--- config.mk ---
export PLATFORM = sky130hd
export DESIGN_NAME = mux_skid_nx1
export DESIGN_NICKNAME = d
export VERILOG_FILES = /design/src/rtl/cpu_pkg.sv /design/src/rtl/mux_skid_nx1_skid_buffer_2.sv /design/src/rtl/mux_skid_nx1.sv
export SDC_FILE = /design/constraint.sdc
export NUM_CORES = 1
export LEC_CHECK = 0
export CAP_MARGIN = 20
export CORE_UTILIZATION = 35
export DETAILED_ROUTE_END_ITERATION = 10
export GPL_ROUTABILITY_DRIVEN = 0
export PLACE_DENSITY = 0.75
export SETUP_SLACK_MARGIN = 0.5
export SYNTH_ARGS = -nofsm -noshare
export SYNTH_HDL_FRONTEND = slang
export SYNTH_HIERARCHICAL = 1
export SYNTH_SLANG_ARGS = --single-unit
--- constraint.sdc ---
create_clock -name clk_i -period 2.8 [get_ports clk_i]
set_input_delay 0.56 -clock clk_i [delete_from_list [all_inputs] [get_ports clk_i]]
set_output_delay 0.56 -clock clk_i [all_outputs]
set_load 0.02 [all_outputs]
--- src/rtl/cpu_pkg.sv ---
// ---------------------------------------------------------------------------
// cpu_pkg
// Shared definitions for the pipelined datapath select/skid blocks.
//   DATA_W      default datapath width
//   skid_state_e occupancy of the two-entry skid register pair
//   sel_width() select width for an N-input mux (never narrower than 1 bit)
// ---------------------------------------------------------------------------
package cpu_pkg;

    localparam int DATA_W = 16;

    // Encoding mirrors (main_valid, skid_valid) so each bit reads naturally.
    typedef enum logic [1:0] {
        SKID_EMPTY = 2'b00,
        SKID_ONE   = 2'b10,
        SKID_FULL  = 2'b11
    } skid_state_e;

    // $clog2 returns 0 for a single input; a 2-input mux still needs one bit.
    function automatic int sel_width(input int num_in);
        if (num_in <= 2) begin
            return 1;
        end
        return $clog2(num_in);
    endfunction

endpackage

--- src/rtl/mux_skid_nx1_skid_buffer_2.sv ---
// ---------------------------------------------------------------------------
// skid_buffer_2
// Two-entry valid/ready register pair. The main register drives the output;
// the skid register catches one word that arrives while the output stalls.
// The ready output is a flop, so upstream never sees a combinational path
// from the downstream ready.
// Ports:
//   clk_i        clock, all state on rising edge
//   rst_i        synchronous active-high reset (dominates flush_i)
//   flush_i      drop everything held; concurrent input is discarded
//   in_data_i    word offered by upstream
//   in_valid_i   upstream offers in_data_i
//   in_ready_o   buffer can take a word this cycle (registered)
//   out_data_o   oldest held word (keeps last value when drained)
//   out_valid_o  out_data_o is valid (registered)
//   out_ready_i  downstream takes out_data_o this cycle
// ---------------------------------------------------------------------------
module skid_buffer_2
    import cpu_pkg::*;
#(
    parameter int WIDTH = DATA_W
) (
    input  logic             clk_i,
    input  logic             rst_i,
    input  logic             flush_i,
    input  logic [WIDTH-1:0] in_data_i,
    input  logic             in_valid_i,
    output logic             in_ready_o,
    output logic [WIDTH-1:0] out_data_o,
    output logic             out_valid_o,
    input  logic             out_ready_i
);

    skid_state_e      state_q;
    logic [WIDTH-1:0] main_q;
    logic [WIDTH-1:0] skid_q;
    logic             vld_q;
    logic             ready_q;

    logic accept;
    logic consume;

    // ready_q is low only in FULL, so no accept can happen there.
    assign accept  = in_valid_i & ready_q;
    assign consume = vld_q & out_ready_i;

    always_ff @(posedge clk_i) begin
        if (rst_i) begin
            state_q <= SKID_EMPTY;
            main_q  <= '0;
            skid_q  <= '0;
            vld_q   <= 1'b0;
            ready_q <= 1'b1;
        end else if (flush_i) begin
            // Data registers are left alone: OUT keeps its last value.
            state_q <= SKID_EMPTY;
            vld_q   <= 1'b0;
            ready_q <= 1'b1;
        end else begin
            unique case (state_q)
                SKID_EMPTY: begin
                    if (accept) begin
                        main_q  <= in_data_i;
                        vld_q   <= 1'b1;
                        state_q <= SKID_ONE;
                    end
                end
                SKID_ONE: begin
                    if (accept && consume) begin
                        main_q <= in_data_i;
                    end else if (accept) begin
                        skid_q  <= in_data_i;
                        ready_q <= 1'b0;
                        state_q <= SKID_FULL;
                    end else if (consume) begin
                        vld_q   <= 1'b0;
                        state_q <= SKID_EMPTY;
                    end
                end
                SKID_FULL: begin
                    if (consume) begin
                        main_q  <= skid_q;
                        ready_q <= 1'b1;
                        state_q <= SKID_ONE;
                    end
                end
                default: begin
                    state_q <= SKID_EMPTY;
                    vld_q   <= 1'b0;
                    ready_q <= 1'b1;
                end
            endcase
        end
    end

    assign in_ready_o  = ready_q;
    assign out_data_o  = main_q;
    assign out_valid_o = vld_q;

endmodule

--- src/rtl/mux_skid_nx1.sv ---
// ---------------------------------------------------------------------------
// mux_skid_nx1
// N:1 operand-select mux feeding a two-entry skid buffer, used for
// writeback/forwarding selection between pipeline stages. The selected word
// is captured on a valid/ready handshake; out-of-range selects produce zero
// and set a sticky error flag.
// Ports:
//   clk_i        clock, all state on rising edge
//   rst_i        synchronous active-high reset
//   in_i         flat inputs, input k = in_i[k*WIDTH +: WIDTH]
//   sel_i        input select, sampled with in_i on accept
//   in_valid_i   upstream offers in_i/sel_i
//   in_ready_o   block can accept this cycle (registered)
//   flush_i      discard all held data
//   out_o        selected data (registered)
//   out_valid_o  out_o holds valid data
//   out_ready_i  downstream consumes out_o this cycle
//   sel_err_o    sticky: an out-of-range select was accepted
// ---------------------------------------------------------------------------
module mux_skid_nx1
    import cpu_pkg::*;
#(
    parameter  int WIDTH  = DATA_W,
    parameter  int NUM_IN = 3,
    localparam int SEL_W  = sel_width(NUM_IN)
) (
    input  logic                    clk_i,
    input  logic                    rst_i,
    input  logic [NUM_IN*WIDTH-1:0] in_i,
    input  logic [SEL_W-1:0]        sel_i,
    input  logic                    in_valid_i,
    output logic                    in_ready_o,
    input  logic                    flush_i,
    output logic [WIDTH-1:0]        out_o,
    output logic                    out_valid_o,
    input  logic                    out_ready_i,
    output logic                    sel_err_o
);

    logic [WIDTH-1:0] sel_data;
    logic             sel_oor;
    logic             accept;
    logic             sel_err_q;

    // Codes with no matching input leave sel_data at zero.
    always_comb begin
        sel_data = '0;
        for (int k = 0; k < NUM_IN; k++) begin
            if (sel_i == SEL_W'(k)) begin
                sel_data = in_i[k*WIDTH +: WIDTH];
            end
        end
    end

    // With a power-of-two input count every code is legal.
    if ((1 << SEL_W) == NUM_IN) begin : g_no_oor
        assign sel_oor = 1'b0;
    end else begin : g_oor
        assign sel_oor = (32'(sel_i) >= 32'(NUM_IN));
    end

    assign accept = in_valid_i & in_ready_o;

    // Set on the accepting edge even when a flush discards the word.
    always_ff @(posedge clk_i) begin
        if (rst_i) begin
            sel_err_q <= 1'b0;
        end else if (accept && sel_oor) begin
            sel_err_q <= 1'b1;
        end
    end

    assign sel_err_o = sel_err_q;

    skid_buffer_2 #(
        .WIDTH (WIDTH)
    ) u_skid (
        .clk_i       (clk_i),
        .rst_i       (rst_i),
        .flush_i     (flush_i),
        .in_data_i   (sel_data),
        .in_valid_i  (in_valid_i),
        .in_ready_o  (in_ready_o),
        .out_data_o  (out_o),
        .out_valid_o (out_valid_o),
        .out_ready_i (out_ready_i)
    );

endmodule
==> results by group <==
Floorplanning
  • Top Ports: 74
  • Die span in x: ~80 um
  • DIE AREA: approximately 6500 um^2
  • Row Count: 28
  • Chip height: 80.92 um
  • Initial Utilization: 36.60%
  • Core area: 5956 um^2

Hold path
  • Worst hold path type: flop to flop
  • Hold depth: 2

Synthesis
  • Post-synthesis sequential area ratio: 33.98%
  • Syn nets: 264
  • Synth cell count leaders: 49 x mux2i_1, 37 x dfxtp_1, 19 x nor2_1
  • Post-synth top area cell: dfxtp_1
  • Library cell with the highest instance count after synthesis: mux2i_1
  • Synth area leaders: dfxtp_1 34%, mux2i_1 23%, o2bb2ai_2 6.9%, a211oi_2 5.7%, a21oi_1 3.7%
  • Synth cell types: 38
  • YS warnings: 6
  • Syn_area_per_cell: 10.63 um^2
  • Ys flop type: dfxtp_1
  • Synth async-reset ratio: 0%
  • Post-Syn Instances: 205
  • Post-Syn Area: 2180 um^2
  • Post-synthesis register bit count: 37
  • Synth top area share: 33.98%
  • Post-synth EDFFs: 0

GRT
  • Number of global-route vias before repair: 1,817
  • Global-route wire length before repair: 8445 um
  • Total congestion overflow: 0
  • GRT Total Usage: roughly 17%
  • Antenna violations before repair: 0
  • Pin count of the biggest net entering global routing: 36

Detailed routing
  • Post-detailed-route via-to-cell ratio: 5.162
  • Drt pass-1 iters: 4
  • Drt total wl: 5292 um
  • Vias: 1,817
  • Residual DRC: 0
  • Per-cell routed wire length: approximately 15 um
  • Final ANT Viol Nets: 0
  • DRT iter0 DRCs: 38

Critical path
  • CP required: 3.00 ns
  • CP Capture Type: flop
  • Setup CP Type: input pin to flop
  • Crit-path max FO: 16
  • Path depth of the worst reg2reg path: 7
  • Startpoint types: input pin
  • Critical Path AT: 2.21 ns

Clocking
  • Root Driver: clkbuf_8
  • Hold-fix buffers at CTS: 0
  • CTS tree: done
  • Worst skew pair latency: 0.28 ns
  • Clock sink count: 37
  • Post-CTS Setup Inserts: 0
  • Resized cells post-CTS: 0
  • CTS Buffer Depth: 2
  • H-tree depth: 2
  • Total CTS buffers: 5
  • Clock Pin Slew Worst Setup and Hold Paths: 0.07 ns

Timing
  • Final Max Slew Viols: 0
  • Worst Slack Setup Final: 0.7846 ns
  • Final period util: 71.98%
  • Final TNS setup: 0 ns
  • Final min period: about 2.0 ns
  • RSZ-0062 raised after global routing: false
  • Measured slew at the worst slew-check pin: 0.5636 ns
  • Fmax: 496.2 MHz
  • Max_slew headroom: 62.35%
  • Setup violators final: 0
  • Final Hold Fails: 0
  • Clk_skew: between 0.003 and 0.004 ns

Flow run
  • Max Cap Viol: 0

Power and ir drop
  • Max rail drop VDD: about 0.18 mV
  • Pwr/cell area: roughly 420 nW/um^2
  • Total power: roughly 1.3 mW
  • Leak pwr: around 1.2 nW

Place
  • IO buf count: 73
  • Post-DP HPWL: 3845 um
  • Setup WS pre-CTS: approximately 0.49 ns

Cells and area
  • P&R area growth vs syn: 37.94%
  • Layout cells sized above 1: ~15%
  • Final nets: 335
  • # fillers: between 500 and 600
  • ANT cells: 0

Outcome
  • Status: finished clean
per-stage QoR:
| stage | std cells | area [um^2] | util, % | hold WS (ns) |
|---|---|---|---|---|
| after CTS | 352 | 3007 | 50.48 | 0.4878 |
| after global routing | 352 | 3007 | 50.48 | 0.5091 |
| after global placement | 344 | 2924 | 49.10 | 0.4671 |
| final | 352 | 3007 | 50.48 | 0.4792 |
| after detailed placement | 344 | 2924 | 49.10 | 0.4697 |
| after floorplan | 205 | 2180 | - | 0.4633 |
power by group:
part           leakage (nW)  internal [mW]  switching [mW]
combinational         0.820          0.181           0.152
clock                0.0450          0.172           0.175
sequential            0.302          0.553          0.0168
total                  1.17          0.906           0.344
worst paths after layout:
| path | slack, ns | end | startpoint |
|---|---|---|---|
| setup / recovery | 0.78 | u_skid/out_data_o[1] | in_valid_i |
| hold / removal | 0.48 | sel_err_o | sel_err_o |
| setup reg to reg | 0.89 | u_skid/out_data_o[1] | u_skid/state_q[0] |
| hold reg to reg | 0.48 | sel_err_o | sel_err_o |
area by class of cell:
cell class	instances	area, um^2	share of cell area [%]
multi-input combinational	147	1276	42.45
timing repair buffer	83	805.8	26.80
sequential	37	740.7	24.64
tap	75	93.84	3.121
clock buffer	6	72.57	2.414
clock inverter	2	10.01	0.3329
inverter	2	7.507	0.2497
logic make-up after synthesis:
group	synth area share, %
buffers and inverters	7.462
adder cells (fa/ha/maj)	2.296
AND/OR/NAND/NOR	7.119
AO/OA/AOI/OAI	26.64
flip-flops	33.98
multiplexers	22.50
cell usage in the layout (no fill, tap or decap), drive strengths merged, types with 2 or more instances in the layout:
master	synthesis	layout
nor2	19	19
a21boi	4	4
a211oi	16	16
a21oi	16	16
clkdlybuf4s50	0	73
a2111oi	2	2
dfxtp	37	37
o2bb2ai	16	16
o21ai	4	4
mux2i	49	49
nand2	3	3
inv	2	2
ha	4	4
clkinv	0	2
nand3	2	2
buf	16	10
clkbuf	3	6
critical path: stages:
cell	delay, ns
clkdlybuf4s50_1	0.58
nand2_2	0.12
a2111oi_4	0.36
buf_4	0.28
a21oi_1	0.10
a211oi_1	0.21
layer usage:
metal,vias up,global-route usage [%],part of all wire (%)
met5,-,0,0
met4,0,6.429,1.0
met3,7,4.270,5.5
met2,36,29.41,49
met1,869,20.44,44
li1,905,-,-
state kept, by name, summed over array words and instances (netlist names):
signal / count
u_skid/out_data_o: 16
u_skid/skid_q: 16
u_skid/state_q: 2
sel_err_o: 1
u_skid/in_ready_o: 1
u_skid/out_valid_o: 1
Note: power is estimated with default switching activity, not from simulation.
==> RTL edit 1 (same settings) <==
The package constant `DATA_W` goes from 16 to 32.
--- a/src/rtl/cpu_pkg.sv
+++ b/src/rtl/cpu_pkg.sv
@@ -7,7 +7,7 @@
 // ---------------------------------------------------------------------------
 package cpu_pkg;
 
-    localparam int DATA_W = 16;
+    localparam int DATA_W = 32;
 
     // Encoding mirrors (main_valid, skid_valid) so each bit reads naturally.
     typedef enum logic [1:0] {
Interface: changed (resized in_i and out_o); port bits go from 74 to 138. No check against the original RTL was run, so the function may have changed too.
==> RTL edit 1 against the original RTL <==
  * Synthesized area increased by 84%
  * Worst setup slack got worse by 120 ps
  * Synthesized cell count increased by 98%
  * Sequential cell count increased by 32
  * Clock skew increased by 4.0 ps
  * Wire length increased by 99%
  * Global-route usage increased by 0.54 points
  * Power increased by 140%
  * Final area increased by 90%
  * Combinational power increased by 110%
  * Sequential power increased by 88%
  * Die area increased by 82%
  * Cell count increased by 90%
  * Critical path depth unchanged
  * Critical path type unchanged
  * Highest routed layer unchanged
==> RTL edit 1: results (changes against the original RTL) <==
- Status: completed
- Number of levels in the clock H-tree: 3 (+1)
- Detailed Route WL: 10500 um (+99%)
- Delay of the slowest critical-path stage: 530 ps (-50 ps)
- Initial DRC count: 173 (+360%)
- Sequential cell area fraction in the yosys report: 34.4% (+0.42 points)
- Reg clk slew, reported paths: 60 ps
- Number of port buffers: 137 (+88%)
- Root Driver: clkbuf_16
- Pre-CTS setup slack: 345 ps (-149 ps)
- Antenna Cells: 0 (unchanged)
- Cell types occupying the most area after synthesis: dfxtp_1 34%, mux2i_1 16%, o2bb2ai_2 11%
- Worst-case register-to-register setup slack: 740 ps (-150 ps)
- Fraction of final layout cells with drive strength greater than 1: 18.1% (+3.3 points)
- Maximum number of pins on one net before global-route repair: 36 (unchanged)
- # resized after CTS: 0 (unchanged)
- Peak supply drop: 0.000350 V (+92%)
- Worst clock skew: 7.42 ps (+4.03 ps)
- Total cell area at the placement stage: 5400 um^2 (+85%)
- Nets@finish: 632 (+89%)
- Average cell area after synthesis: 9.91 um^2 (-6.8%)
- Fin Hold WS: 453 ps (-26.2 ps)
- Placed instance count: 654 (+90%)
- First-pass iteration count of the detailed router: 4 (unchanged)
- Post-CTS Repair Setup Buffers: 0 (unchanged)
- Top cells by count, synth: 69 x dfxtp_1, 66 x nand2_1, 65 x a21oi_1
- Worst path top cell family by delay: buffers and inverters
- FFs w/ async S/R, synth: 0% (unchanged)
- Total number of vias: 3486 (+92%)
- Post-synth net total: 512 (+94%)
- Post-detail-place hpwl: 7520 um (+95%)
- Clk Latency, worst-skew pair: 320 ps (+40 ps)
- Global-route wire length before repair: 16400 um (+94%)
- Slew at the pin closest to its max-slew limit: 827 ps (+263 ps)
- Tcrit/Tclk final: 76.1% (+4.1 points)
- Count of different cell masters after synthesis: 35 (-7.9%)
- WP data arrival: 2290 ps (+80 ps)
- Vias per cell: 5.20 (+0.80%)
- Highest fanout seen on the critical path: 32 (+16)
- Number of synthesis warnings: 6 (unchanged)
- Lkg Pwr: 1.92 nW (+65%)
- Initial antenna violation count: 0 (unchanged)
- Hold Path Class: flip-flop to flip-flop
- Buffer depth of the longest clock path: 2 (unchanged)
- Critical-path cell with the highest stage delay: clkdlybuf4s50_1
- Global-route usage over all layers: 17.7% (+0.54 points)
- Number of buffers inserted during clock tree synthesis: 9 (+4)
- Vias in the first global route: 3377 (+86%)
[RTL edit 1: cell types whose count changed after synthesis, sizes merged, moves of 7 or more]
cell     delta
clkbuf     +14
dfxtp      +32
nor2       -13
buf         +7
o2bb2ai    +16
a211oi     +16
mux2i      +15
nand2      +63
a21oi      +49
[RTL edit 1: power by group]
part	total [mW]	internal (mW)	switching, mW
registers	1.07	1.04	0.0333
logic	0.684	0.350	0.333
clock network	1.20	0.801	0.404
total	2.96	2.19	0.770
[RTL edit 1: layer usage]
metal	GRT usage [%]	up-vias	wire (um)
li1	-	1716	-
met1	21.8	1660	4570
met2	30.2	100	5170
met3	3.77	10	656
met4	6.08	0	121
met5	0	-	0
[RTL edit 1: cells by family (layout without fill, tap and decap cells)]
logic type	count (synthesis)	count (layout)	share of synthesized area [%]
buffers and inverters	43	168	7.48
and+or+nand+nor	80	80	8.07
muxes	64	64	16.0
AOI/OAI and AO/OA	145	145	32.8
DFF	69	69	34.4
adders and majority gates	4	4	1.25
[RTL edit 1: area by class of cell]
cell class                 count  area [um^2]
clock buffer                  10          239
fill                         999         5310
timing repair buffer         149         1480
sequential                    69         1380
tap                          140          175
multi-input combinational    293         2340
inverter                       3         11.3
clock inverter                 6         86.3
[RTL edit 1: final timing paths]
check                            startpoint                                end  depth (start not counted)
min reg2reg  u_skid/skid_q[18]$_SDFFE_PP0P_     u_skid/skid_q[18]$_SDFFE_PP0P_                          2
max                              in_valid_i  u_skid/out_data_o[1]$_SDFFE_PP0P_                          6
min          u_skid/skid_q[18]$_SDFFE_PP0P_     u_skid/skid_q[18]$_SDFFE_PP0P_                          2
max reg2reg  u_skid/state_q[0]$_SDFFE_PP0P_  u_skid/out_data_o[1]$_SDFFE_PP0P_                          7
==> RTL edit 2 (same settings) <==
Made on the original files. Encoding of `skid_state_e`: now one-hot (3 bits for 3 states).
--- a/src/rtl/cpu_pkg.sv
+++ b/src/rtl/cpu_pkg.sv
@@ -10,10 +10,10 @@
     localparam int DATA_W = 16;
 
     // Encoding mirrors (main_valid, skid_valid) so each bit reads naturally.
-    typedef enum logic [1:0] {
-        SKID_EMPTY = 2'b00,
-        SKID_ONE   = 2'b10,
-        SKID_FULL  = 2'b11
+    typedef enum logic [2:0] {
+        SKID_EMPTY = 3'b001,
+        SKID_ONE   = 3'b010,
+        SKID_FULL  = 3'b100
     } skid_state_e;
 
     // $clog2 returns 0 for a single input; a 2-input mux still needs one bit.
Formal check against the unedited RTL: no difference found for any inputs over 10 cycles, from zero or initial values and one cycle with rst_i high; not proved beyond that.
==> RTL edit 2 against the original RTL <==
  * Non-clock buffer count decreased by 4
  * Sequential cell count is 1 higher
  * Synthesized cell count increased by 10%
  * Worst setup slack worse by 290 ps
  * Synthesized area is 2.3% higher
  * Combinational power shrank 10%
  * Power increased by 6.0%
  * Cell count grew 4.8%
  * Final area increased by 3.7%
  * Wire length grew 1.4%
  * Critical path depth decreased by 1
==> RTL edit 2: results (changes against the original RTL) <==
- Post-synth net total: 281 (+6.4%)
- Global-route wire length before repair: 8110 um (-4.0%)
- Post-synthesis instance total: 226 (+10%)
- Start point of the worst min-delay path: u_skid/out_data_o[1]$_SDFFE_PP0P_
- Non-filler cells, final: 369 (+4.8%)
- Worst clock skew: 4.00 ps (+0.607 ps)
- Maximum number of pins on one net before global-route repair: 35 (-2.8%)
- Adder-Cell Fraction of Synth Area: 0% (-2.3 points)
- Time the worst path needs with I/O delays and setup: 2310 ps (+295 ps)
- Post-detailed-route wirelength per cell: 14.5 um (-3.3%)
- DR WL met3: 250 um (-14%)
- Initial DRC count: 144 (+280%)
- Lkg Pwr: 1.24 nW (+6.0%)
- Cell types occupying the most area after synthesis: dfxtp_1 34%, mux2i_1 14%, o2bb2ai_2 6.7%
- Met1 layer wirelength in the final routing: 2580 um (+10%)
- Slew at the pin closest to its max-slew limit: 478 ps (-85.8 ps)
- Total clock network power: 452 uW (+30%)
- XOR/XNOR Fraction of Synth Area: 0.393% (+0.39 points)
- Worst path top cell family by delay: compound AO/OA/AOI/OAI gates
- Vias in the first global route: 1665 (-8.4%)
- Total cell area at the placement stage: 2940 um^2 (+0.60%)
- Number of cells traversed by the worst register-to-register path: 4 (-3)
- Status: completed
- Sequential cell area fraction in the yosys report: 34.1% (+0.14 points)
- Fraction of met3 tracks used by global routing: 2.33% (-1.9 points)
- Pre-CTS setup slack: 122 ps (-372 ps)
- Vias per cell: 5.26 (+1.9%)
- Count of different cell masters after synthesis: 39 (+2.6%)
- Fraction of synthesized area in multiplexers: 14.4% (-8.1 points)
- Power consumed by combinational cells: 299 uW (-10%)
- Peak supply drop: 0.000199 V (+9.0%)
- Nets@finish: 348 (+3.9%)
- Capturing instance or port of the critical path: u_skid/out_data_o[2]$_SDFFE_PP0P_
[RTL edit 2: changes by cell type in the layout (fill, tap and decap cells not counted), moves of 3 or more]
cell      change
a21boi_1      -3
nor2b_1      +17
buf_4         -4
a221oi_2      +6
ha_1          -4
mux2i_1      -17
a221oi_1     +10
inv_1        +15
a21oi_1      -14
nand2_1       +3
[RTL edit 2: timing repair]
item / CTS / global route
gates resized for setup: 2 / 7
endpoints found under the hold margin: 0 / 0
setup buffers: 0 / 0
pin swaps: 0 / 1
setup endpoints to repair: 14 / 14
cloned: 0 / 2
[RTL edit 2: area by class of cell]
type                            instances  area (um^2)
Sequential cell                        38          761
Inverter                               17         63.8
Multi-Input combinational cell        152         1320
Fill cell                             553         2910
Clock buffer                            5         68.8
Clock inverter                          3         40.0
Tap cell                               75         93.8
Timing Repair Buffer                   79          776
[RTL edit 2: through the flow]
step	hold WS [ps]	total power, mW
finish	461	1.32
detailed placement	447	0.878
CTS	461	1.33
floorplan	464	0.751
global route	486	1.39
global placement	447	0.874
